### src/rtl/jstk2_pkg.sv
// Shared PmodJSTK2 frame definitions used by both ends of the joystick SPI link.
package jstk2_pkg;

  localparam int FRAME_BITS = 40;

  typedef enum logic [1:0] {
    RSP_IDLE    = 2'd0,
    RSP_SHIFT   = 2'd1,
    RSP_PAD     = 2'd2,
    RSP_LOCKOUT = 2'd3
  } jstk2_rsp_state_t;

  // Byte order on the wire: X low, X high, Y low, Y high, buttons.
  function automatic logic [FRAME_BITS-1:0] pack_frame(input logic [9:0] x,
                                                       input logic [9:0] y,
                                                       input logic [1:0] b);
    return {x[7:0], 6'b0, x[9:8], y[7:0], 6'b0, y[9:8], 6'b0, b};
  endfunction

endpackage

### src/rtl/jstk2_spi_responder_sync_edge.sv
// Multi-flop synchronizer with registered-history edge detection.
module sync_edge #(
  parameter int   STAGES  = 2,
  parameter logic RST_VAL = 1'b0
) (
  input  logic clk,
  input  logic rst,
  input  logic din,
  output logic lvl,
  output logic rise,
  output logic fall
);

  logic [STAGES-1:0] sync_q;
  logic              prev_q;

  always_ff @(posedge clk) begin
    if (rst) begin
      sync_q <= {STAGES{RST_VAL}};
      prev_q <= RST_VAL;
    end else begin
      sync_q <= {sync_q[STAGES-2:0], din};
      prev_q <= sync_q[STAGES-1];
    end
  end

  assign lvl  = sync_q[STAGES-1];
  assign rise = lvl & ~prev_q;
  assign fall = ~lvl & prev_q;

endmodule

### src/rtl/jstk2_spi_responder.sv
// PmodJSTK2 stand-in: snapshots x/y/btn at SS fall and shifts a 40-bit frame out on MISO.
module jstk2_spi_responder
  import jstk2_pkg::*;
#(
  parameter int SYNC_STAGES = 2
) (
  input  logic       clk,
  input  logic       rst,
  input  logic       SS,
  input  logic       SCLK,
  input  logic [9:0] x_val,
  input  logic [9:0] y_val,
  input  logic [1:0] btn,
  output logic       MISO,
  output logic       frame_done
);

  localparam int LW = $clog2(SYNC_STAGES + 2);
  localparam logic [LW-1:0] LOCK_N   = LW'(SYNC_STAGES);
  localparam logic [5:0]    LAST_BIT = 6'(FRAME_BITS - 1);

  logic ss_lvl, ss_rise, ss_fall;
  logic sclk_lvl, sclk_rise, sclk_fall;
  logic unused_sclk;

  sync_edge #(.STAGES(SYNC_STAGES), .RST_VAL(1'b1)) u_ss (
    .clk(clk), .rst(rst), .din(SS), .lvl(ss_lvl), .rise(ss_rise), .fall(ss_fall)
  );

  sync_edge #(.STAGES(SYNC_STAGES), .RST_VAL(1'b0)) u_sclk (
    .clk(clk), .rst(rst), .din(SCLK), .lvl(sclk_lvl), .rise(sclk_rise), .fall(sclk_fall)
  );

  // The master samples on SCLK rising edges, so only falling edges move data.
  assign unused_sclk = sclk_lvl ^ sclk_rise;

  jstk2_rsp_state_t       state;
  logic [FRAME_BITS-1:0]  shreg;
  logic [FRAME_BITS-1:0]  snap;
  logic [5:0]             cnt;
  logic [LW-1:0]          lock_cnt;
  logic                   miso_q;

  assign snap = pack_frame(x_val, y_val, btn);

  always_ff @(posedge clk) begin
    if (rst) begin
      state      <= RSP_LOCKOUT;
      shreg      <= '0;
      cnt        <= '0;
      lock_cnt   <= '0;
      miso_q     <= 1'b0;
      frame_done <= 1'b0;
    end else begin
      frame_done <= 1'b0;
      case (state)
        // Synchronizer reset value reads as "high", so wait for it to flush
        // before trusting the level; a master mid-frame keeps us parked here.
        RSP_LOCKOUT: begin
          miso_q <= 1'b0;
          if (lock_cnt != LOCK_N) lock_cnt <= lock_cnt + 1'b1;
          else if (ss_lvl)        state    <= RSP_IDLE;
        end
        RSP_IDLE: begin
          miso_q <= 1'b0;
          if (ss_fall) begin
            shreg  <= snap;
            miso_q <= snap[FRAME_BITS-1];
            cnt    <= '0;
            state  <= RSP_SHIFT;
          end
        end
        RSP_SHIFT: begin
          if (ss_rise) begin
            miso_q <= 1'b0;
            state  <= RSP_IDLE;
          end else if (sclk_fall) begin
            if (cnt == LAST_BIT) begin
              miso_q <= 1'b0;
              state  <= RSP_PAD;
            end else begin
              shreg  <= shreg << 1;
              cnt    <= cnt + 1'b1;
              miso_q <= shreg[FRAME_BITS-2];
            end
          end
        end
        RSP_PAD: begin
          miso_q <= 1'b0;
          if (ss_rise) begin
            frame_done <= 1'b1;
            state      <= RSP_IDLE;
          end
        end
        default: begin
          miso_q <= 1'b0;
          state  <= RSP_IDLE;
        end
      endcase
    end
  end

  assign MISO = miso_q;

endmodule

### config.mk
export PLATFORM = sky130hd
export DESIGN_NAME = jstk2_spi_responder
export DESIGN_NICKNAME = d
export VERILOG_FILES = /design/src/rtl/jstk2_pkg.sv /design/src/rtl/jstk2_spi_responder_sync_edge.sv /design/src/rtl/jstk2_spi_responder.sv
export SDC_FILE = /design/constraint.sdc
export NUM_CORES = 1
export LEC_CHECK = 0
export CAP_MARGIN = 10
export CELL_PAD_IN_SITES_DETAIL_PLACEMENT = 0
export CELL_PAD_IN_SITES_GLOBAL_PLACEMENT = 1
export CORE_MARGIN = 2
export CORE_UTILIZATION = 43
export DETAILED_ROUTE_END_ITERATION = 10
export GPL_TIMING_DRIVEN = 0
export PLACE_DENSITY = 0.8
export SETUP_SLACK_MARGIN = 0.15
export SKIP_LAST_GASP = 1
export SLEW_MARGIN = 20
export SYNTH_ARGS = -nofsm -noshare
export SYNTH_HDL_FRONTEND = slang
export SYNTH_HIERARCHICAL = 1
export SYNTH_SLANG_ARGS = --single-unit
### constraint.sdc
create_clock -name clk -period 2.1 [get_ports clk]
set_clock_uncertainty 0.2 [all_clocks]
set_input_delay 0.315 -clock clk [delete_from_list [all_inputs] [get_ports clk]]
set_output_delay 0.315 -clock clk [all_outputs]
set_load 0.01 [all_outputs]
Word level (Yosys, flattened, before mapping)
Cells that the tools add are included.
Cells by class
  equality and inequality tests: 14
  add/subtract/negate cells: 2
  mux-type cells: 24
  reduce and logical (&&, ||, !) cells: 7
  bitwise logic cells: 7
Operator list (count)
  $mux 39: 4
  $pmux 39 s2: 1
  $mux 6: 4
  $mux 2: 7
  $ne 2x2->1 const B: 7
  $pmux 6 s2: 1
  $pmux 2 s4: 1
  $add 6x1->6 const B: 1
  $eq 6x6->1 const B: 1
  $ne 3x3->1 const B: 2
  $reduce_and 6->1: 1
  $mux 1: 5
  $reduce_and 5->1: 1
  $eq 2x2->1 const B: 2
  $not 1->1: 4
  $reduce_or 2->1: 2
  $and 1x1->1: 3
  $pmux 1 s3: 1
  $add 2x1->2 const B: 1
  $eq 2x1->1 const B: 1
  $logic_not 2->1: 1
  $ne 2x1->1 const B: 1
  $reduce_and 2->1: 1
  $reduce_bool 2->1: 1
Word-level totals
  register bits: 57
  output and inout bits: 2
  logic and storage cells: 64

Logic depth before layout (Yosys ltp)
Gate-level depths: netlist of run 1.
  word-level depth: 5
  gate-level depth with buffers: 7
  gate-level depth less buffers: 6

Hierarchy
The synthesis of run 1 kept the hierarchy.
By module, submodules not included
  jstk2_spi_responder: cells an instance 249, area each 2309.7 µm², seq. area each 1021.0 µm², times used 1
  sync_edge (u_ss): cells an instance 8, area each 92.6 µm², seq. area each 60.1 µm², times used 1
  sync_edge (u_sclk): cells an instance 8, area each 91.3 µm², seq. area each 60.1 µm², times used 1

Least setup slack after synthesis of run 1
No wires, ideal clock.
  path type: register to register
  from: register u_ss.sync_q[1]
  to: register cnt[0]
  setup slack: 0.357 ns
  arrival time: 1.442 ns
  clock period less this slack: 1.743 ns
  data required time: 1.799 ns
  path buffers: 1
  cell stages (with the launch flop): 7
  library setup time: 0.101 ns
  cells stage by stage: dfxtp_1 > nor2b_1 > and4bb_4 > o21ai_2 > clkbuf_1 > nand4b_1 > o41ai_1
On the way
  elaborated cells on any way between the ends: 6
RTL lines
  start, declared: RTL line jstk2_spi_responder_sync_edge.sv:14  | logic [STAGES-1:0] sync_q;
  start signal, assigned: RTL line jstk2_spi_responder_sync_edge.sv:19  | sync_q <= {STAGES{RST_VAL}};
  start signal, assigned: RTL line jstk2_spi_responder_sync_edge.sv:22  | sync_q <= {sync_q[STAGES-2:0], din};
  $and 1x1->1: RTL line jstk2_spi_responder_sync_edge.sv:28  | assign rise = lvl & ~prev_q;
  net ss_rise: RTL line jstk2_spi_responder.sv:22  | logic ss_lvl, ss_rise, ss_fall;
  $ne 2x2->1 (no source line)
  $reduce_and 5->1 (no source line)
  end signal, assigned: RTL line jstk2_spi_responder.sv:83  | cnt <= cnt + 1'b1;
  end, declared: RTL line jstk2_spi_responder.sv:40  | logic [5:0] cnt;
The timed path passes the listed nets, and every way through them passes these cells.
A chain may end at the register's enable or synchronous reset.

Worst setup path after layout of run 1
  from: register u_ss.sync_q[1]
  to: register cnt[2]
Same word-level chain as after synthesis.

==> run metrics, run 1 <==
Die Width=approximately 80 µm; Worst Hold Launch=u_ss/sync_q[0]$_SDFF_PP1_; Worst setup SP type=flip-flop; number of I/O pins=28; CTS Buf Count=9; Final Instance Area=3260 µm²; Post-layout nets=344; P per Cell Area=905 nW/µm²; Reg clk slew, reported paths=0.06 ns; synthesized instance count=approximately 260; buffer and inverter count on the worst path=1; Final Hold Vio Count=0; slew margin rel.=0.655; PortBufs=27; Die H=80.1 µm; Tcrit/Tclk final=0.916; Power Internal=2.11 mW; max-cap violation count=0; crit path DAT=2.00 ns; Ant. Diodes=0; root cell of the clock tree=clkbuf_8; Synth Cell Area=2490 µm²; switching power=0.840 mW; DRC=0; Setup CP Type=reg2reg; Area growth syn-to-layout=31.1%; DR vias=2,187; Clock Sinks=57; final setup fails=0; worst skew pair latency=0.34 ns; dpl ws=-0.218 ns; DRT iter0 DRCs=134; RSZ-0062 raised after global routing=yes; core area=approximately 5500 µm²; Tmin final=1.92 ns; CTS tree=built; vias per cell=5.56; fin. max-slew vios=0; Critical Path Sink Type=flip-flop; Leak=1.26 nW; Avg Synthesized Cell Area=9.42 µm²; Net Sw Frac=0.285; grt total ovfl=0; DP Area=roughly 2800 µm²; die area=6410 µm²; share of cells above drive strength 1=0.174; final WL=5960 µm; slowest stage delay, CP=roughly 0.47 ns; slowest CP cell=or4_1; WHS=approximately 0.2 ns; syn nets=292; R2R Path Start=u_ss/sync_q[1]$_SDFF_PP1_; Req. time, crit path=2.18 ns; Longest Clk Path Bufs=2; initial antenna violation count=0; GP Congestion=0.823; Critical Path, Cell by Cell=nor2b_4, and4bb_4, o21ai_4, buf_6, or4_1, nand2_1; Setup TNS Final=0 ns; filler instances=526; slew of the pin with the lowest slew margin=about 0.52 ns; Reg power frac=0.392; worst setup margin=between 0.15 and 0.2 ns; vias in the first global route=between 1.5k and 2k; crit-path leading delay family=simple AND/OR/NAND/NOR gates; FP Rows=27; Initial Utilization=0.449; crit path launch=u_ss/sync_q[1]$_SDFF_PP1_; Ys Warns=6; pin count of the biggest net entering global routing=13; Gate power share=0.244; total global-route track usage=0.195; Worst Path Max Fanout=6; hold crit path type=reg2reg; drt pass-1 iters=4; global-route wire length before repair=9580 µm; CTS H-tree depth=3; Clk pwr share=0.364; WL per Instance=15.2 µm; DP HPWL=3770 µm; run status=complete, no violations; ANT nets after route=0; highest clock rate=between 500 and 600 MHz; maximum vdd drop=between 400 and 500 µV
## placed cells by master, fill, tap and decap left out, types with 2 or more instances in the layout
master / count
dfxtp_1: 54
nand3_1: 41
clkdlybuf4s50_1: 27
nand4b_1: 22
a21oi_1: 20
mux2i_1: 20
o31ai_1: 20
buf_4: 13
clkbuf_1: 12
clkbuf_8: 12
buf_6: 9
nor2_1: 9
nand2_1: 7
buf_2: 5
nor2b_1: 4
xor2_1: 3
or2_1: 3
inv_1: 2
clkbuf_2: 2
nand4_1: 2
a211o_1: 2
o211ai_1: 2
dfxtp_4: 2
## path summary, 6_finish.rpt
kind	slack [ns]	depth (start not counted)	endpoint
worst max-delay path	0.18	6	cnt[2]$_SDFFE_PP0P_
worst min-delay path	0.20	1	u_ss/sync_q[1]$_SDFF_PP1_
worst max register to register	0.18	6	cnt[2]$_SDFFE_PP0P_
worst min register to register	0.20	1	u_ss/sync_q[1]$_SDFF_PP1_
## area by class of cell
type / instances / area [µm²] / area share
Timing Repair Buffer: 41 / 390 / 0.120
Multi-Input combinational cell: 178 / 1250 / 0.383
Inverter: 2 / 7.51 / 0.00230
Clock buffer: 14 / 173 / 0.0529
Buffer: 27 / 166 / 0.0510
Sequential cell: 57 / 1150 / 0.353
Tap cell: 72 / 90.1 / 0.0276
Clock inverter: 2 / 35.0 / 0.0107
## registers in the layout, summed over array words and instances, names as in the netlist
name / count
u_sclk/prev_q: 1
lock_cnt: 2
u_ss/sync_q: 2
shreg: 39
u_sclk/sync_q: 2
MISO: 1
state: 2
cnt: 6
u_ss/prev_q: 1
frame_done: 1
## per-stage QoR
step | utilization | std cells | power, mW
2_1_floorplan | - | 264 | 1.70
3_5_place_dp | 0.514 | 363 | 1.88
3_3_place_gp | 0.514 | 363 | 1.87
5_1_grt | 0.589 | 393 | 3.10
4_1_cts | 0.561 | 383 | 2.96
6_report | 0.589 | 393 | 2.95
## repair_timing
action                     4_1_cts  5_1_grt
hold buffers                     0        0
setup buffers                    4        8
resized for setup                8       34
pin swaps                        3       13
cloned                           0        2
setup endpoints to repair       39       45
## worst register-to-register path, cell delays in order (launching register included)
cell	delay, ns
dfxtp_2	0.34
nor2b_4	0.14
and4bb_4	0.38
o21ai_4	0.11
buf_6	0.15
or4_1	0.47
nand2_1	0.08
## power groups by stage
stage               Combinational, mW  Sequential (mW)  Clock, mW
detailed placement              0.695             1.18          0
CTS                             0.703             1.16       1.10
finish                          0.720             1.16       1.07
floorplan                       0.518             1.18          0
global route                    0.795             1.16       1.14
global placement                0.693             1.18          0
## routing by layer
metal  share of wire  vias up  global-route usage
li1                -     1083                   -
met1            0.49     1034               0.280
met3           0.040       15              0.0393
met4           0.022        0               0.100
met2            0.45       55               0.277
met5               0        -                   0
(Power assumes the default switching activity.)
==> inputs of run 2 (changes only) <==
- CELL_PAD_IN_SITES_DETAIL_PLACEMENT: 0 -> unset
- CELL_PAD_IN_SITES_GLOBAL_PLACEMENT: 1 -> unset
- CORE_UTILIZATION: 43 -> 50
- PLACE_DENSITY: 0.8 -> 0.73
- SLEW_MARGIN: 20 -> 10
==> run metrics, run 2 (synthesized netlist as in run 1, its figures left out) <==
WHS=0.220 ns (+0.0182 ns); Req. time, crit path=2.10 ns (-0.08 ns); die area=5550 µm² (-13%); Post-layout nets=340 (-1.2%); Metal-1 WL=2980 µm (+1.5%); Reg clk slew, reported paths=0.07 ns (about the same); highest clock rate=521 MHz (+0.22%); CTS H-tree depth=3 (unchanged); drt pass-1 iters=4 (unchanged); slew of the pin with the lowest slew margin=0.559 ns (+0.0418 ns); Worst Path Max Fanout=4 (-2); hold crit path type=reg2reg; CTS tree=built; vias per cell=5.64 (+1.3%); worst setup margin=0.181 ns (+0.00420 ns); number of I/O pins=28 (unchanged); ANT nets after route=0 (unchanged); Setup TNS Final=0 ns (unchanged); final setup fails=0 (unchanged); Worst setup SP type=flip-flop; PortBufs=27 (unchanged); FP Rows=25 (-7.4%); Die Width=74.5 µm (-6.9%); Leak=1.25 nW (-0.90%); DRC=0 (unchanged); final WL=6030 µm (+1.0%); crit path DAT=1.92 ns (-0.08 ns); Die H=74.5 µm (-6.9%); root cell of the clock tree=clkbuf_8; met3 WL=241 µm (+1.7%); DR vias=2,164 (-1.1%); run status=complete, no violations; initial antenna violation count=0 (unchanged); global-route wire length before repair=9870 µm (+3.0%); Tcrit/Tclk final=0.914 (-0.00200); Area growth syn-to-layout=30.9%; Longest Clk Path Bufs=2 (unchanged); Largest regs=shreg x39, cnt x6; max reg flops=39 (unchanged); maximum vdd drop=557 µV (+24%); grt total ovfl=0 (unchanged); Inst Count DP=358 (-1.4%); Final Hold Vio Count=0 (unchanged); total global-route track usage=0.232 (+0.0370); max-cap violation count=0 (unchanged); most frequent cells in the layout=55 x dfxtp_1, 41 x nand3_1, 27 x clkdlybuf4s50_1, 22 x nand4b_1; Setup CP Type=reg2reg; vias in the first global route=2,050 (+4.4%); slew margin rel.=0.627 (-0.0279); CTS Buf Count=9 (unchanged); Largest Register=shreg; DRT iter0 DRCs=148 (+10%); fin. max-slew vios=0 (unchanged); Tmin final=1.92 ns (-0.00420 ns); metal2 WL=2740 µm (+3.2%); P per Cell Area=970 nW/µm² (+7.2%); RSZ-0062 raised after global routing=no; GP Congestion=0.797 (-3.1%); worst skew pair latency=0.34 ns (about the same); WL per Instance=15.7 µm (+3.4%); pin count of the biggest net entering global routing=13 (unchanged); hold-fix buffers at CTS=0 (unchanged); DP HPWL=3650 µm (-3.1%); R2R Setup Slk=0.18 ns (about the same); uppermost layer routed=met4; total power=3.16 mW (+7.0%); dpl ws=-0.161 ns (+0.0567 ns); most common cell after layout, fill and taps aside=dfxtp_1; Ant. Diodes=0 (unchanged); Initial Utilization=0.523 (+0.0742); Post-Layout Cell Count=384 (-2.3%); share of cells above drive strength 1=0.167 (-0.00726); Clock Sinks=57 (unchanged); Critical Path Sink Type=flip-flop; core area=4750 µm² (-14%)
==> run 2: changes by cell type in the layout (fill, tap and decap cells not counted), moves of 2 or more <==
cell       before  now
clkbuf_1       12   10
buf_4          13   10
bufinv_16       1    3
dfxtp_4         2    0
buf_6           9    7
clkbuf_8       12   10
==> run 2: layout make-up <==
class | instances | area [µm²]
buffer | 27 | 174
inverter | 2 | 7.51
multi-input combinational | 179 | 1270
sequential | 57 | 1140
timing repair buffer | 36 | 333
clock inverter | 5 | 103
fill | 404 | 1500
clock buffer | 11 | 141
tap | 67 | 83.8
==> run 2: worst paths after layout <==
path,endpoint,from,cells past startpoint
worst max register to register,state[0]$_SDFFE_PP1P_,cnt[0]$_SDFFE_PP0P_,8
worst min register to register,u_ss/sync_q[1]$_SDFF_PP1_,u_ss/sync_q[0]$_SDFF_PP1_,1
worst max-delay path,state[0]$_SDFFE_PP1P_,cnt[0]$_SDFFE_PP0P_,8
worst min-delay path,u_ss/sync_q[1]$_SDFF_PP1_,u_ss/sync_q[0]$_SDFF_PP1_,1
==> run 2: worst max-delay path, stage by stage (launching register included) <==
cell and delay, ns:
dfxtp_2 0.38, ha_4 0.16, nand4b_1 0.17, buf_4 0.22, buf_4 0.14, buf_4 0.13, nor2_1 0.14, a211o_1 0.15
nand3_1 0.09
==> run 2: stage by stage <==
step | util | instance area [µm²]
after global routing | 0.685 | 3260
after global placement | 0.598 | 2840
after CTS | 0.666 | 3160
final | 0.685 | 3260
after floorplan | - | 2490
after detailed placement | 0.598 | 2840
==> run 2: power breakdown <==
part / leakage, nW / internal (mW) / switching (mW)
logic: 0.663 / 0.334 / 0.386
registers: 0.462 / 1.14 / 0.0265
clock network: 0.120 / 0.819 / 0.457
total: 1.25 / 2.29 / 0.869
==> run 2: timing repair <==
action | in CTS | in global routing
buffers inserted | 4 | 1
gates cloned | 1 | 4
pin swaps | 2 | 3
resized for setup | 12 | 28
endpoints found under the setup margin | 38 | 45
==> run 2: layer usage <==
layer / vias up / GRT usage
li1: 1075 / -
met1: 1028 / 0.330
met2: 53 / 0.344
met3: 8 / 0.0501
met4: 0 / 0.0933
met5: - / 0
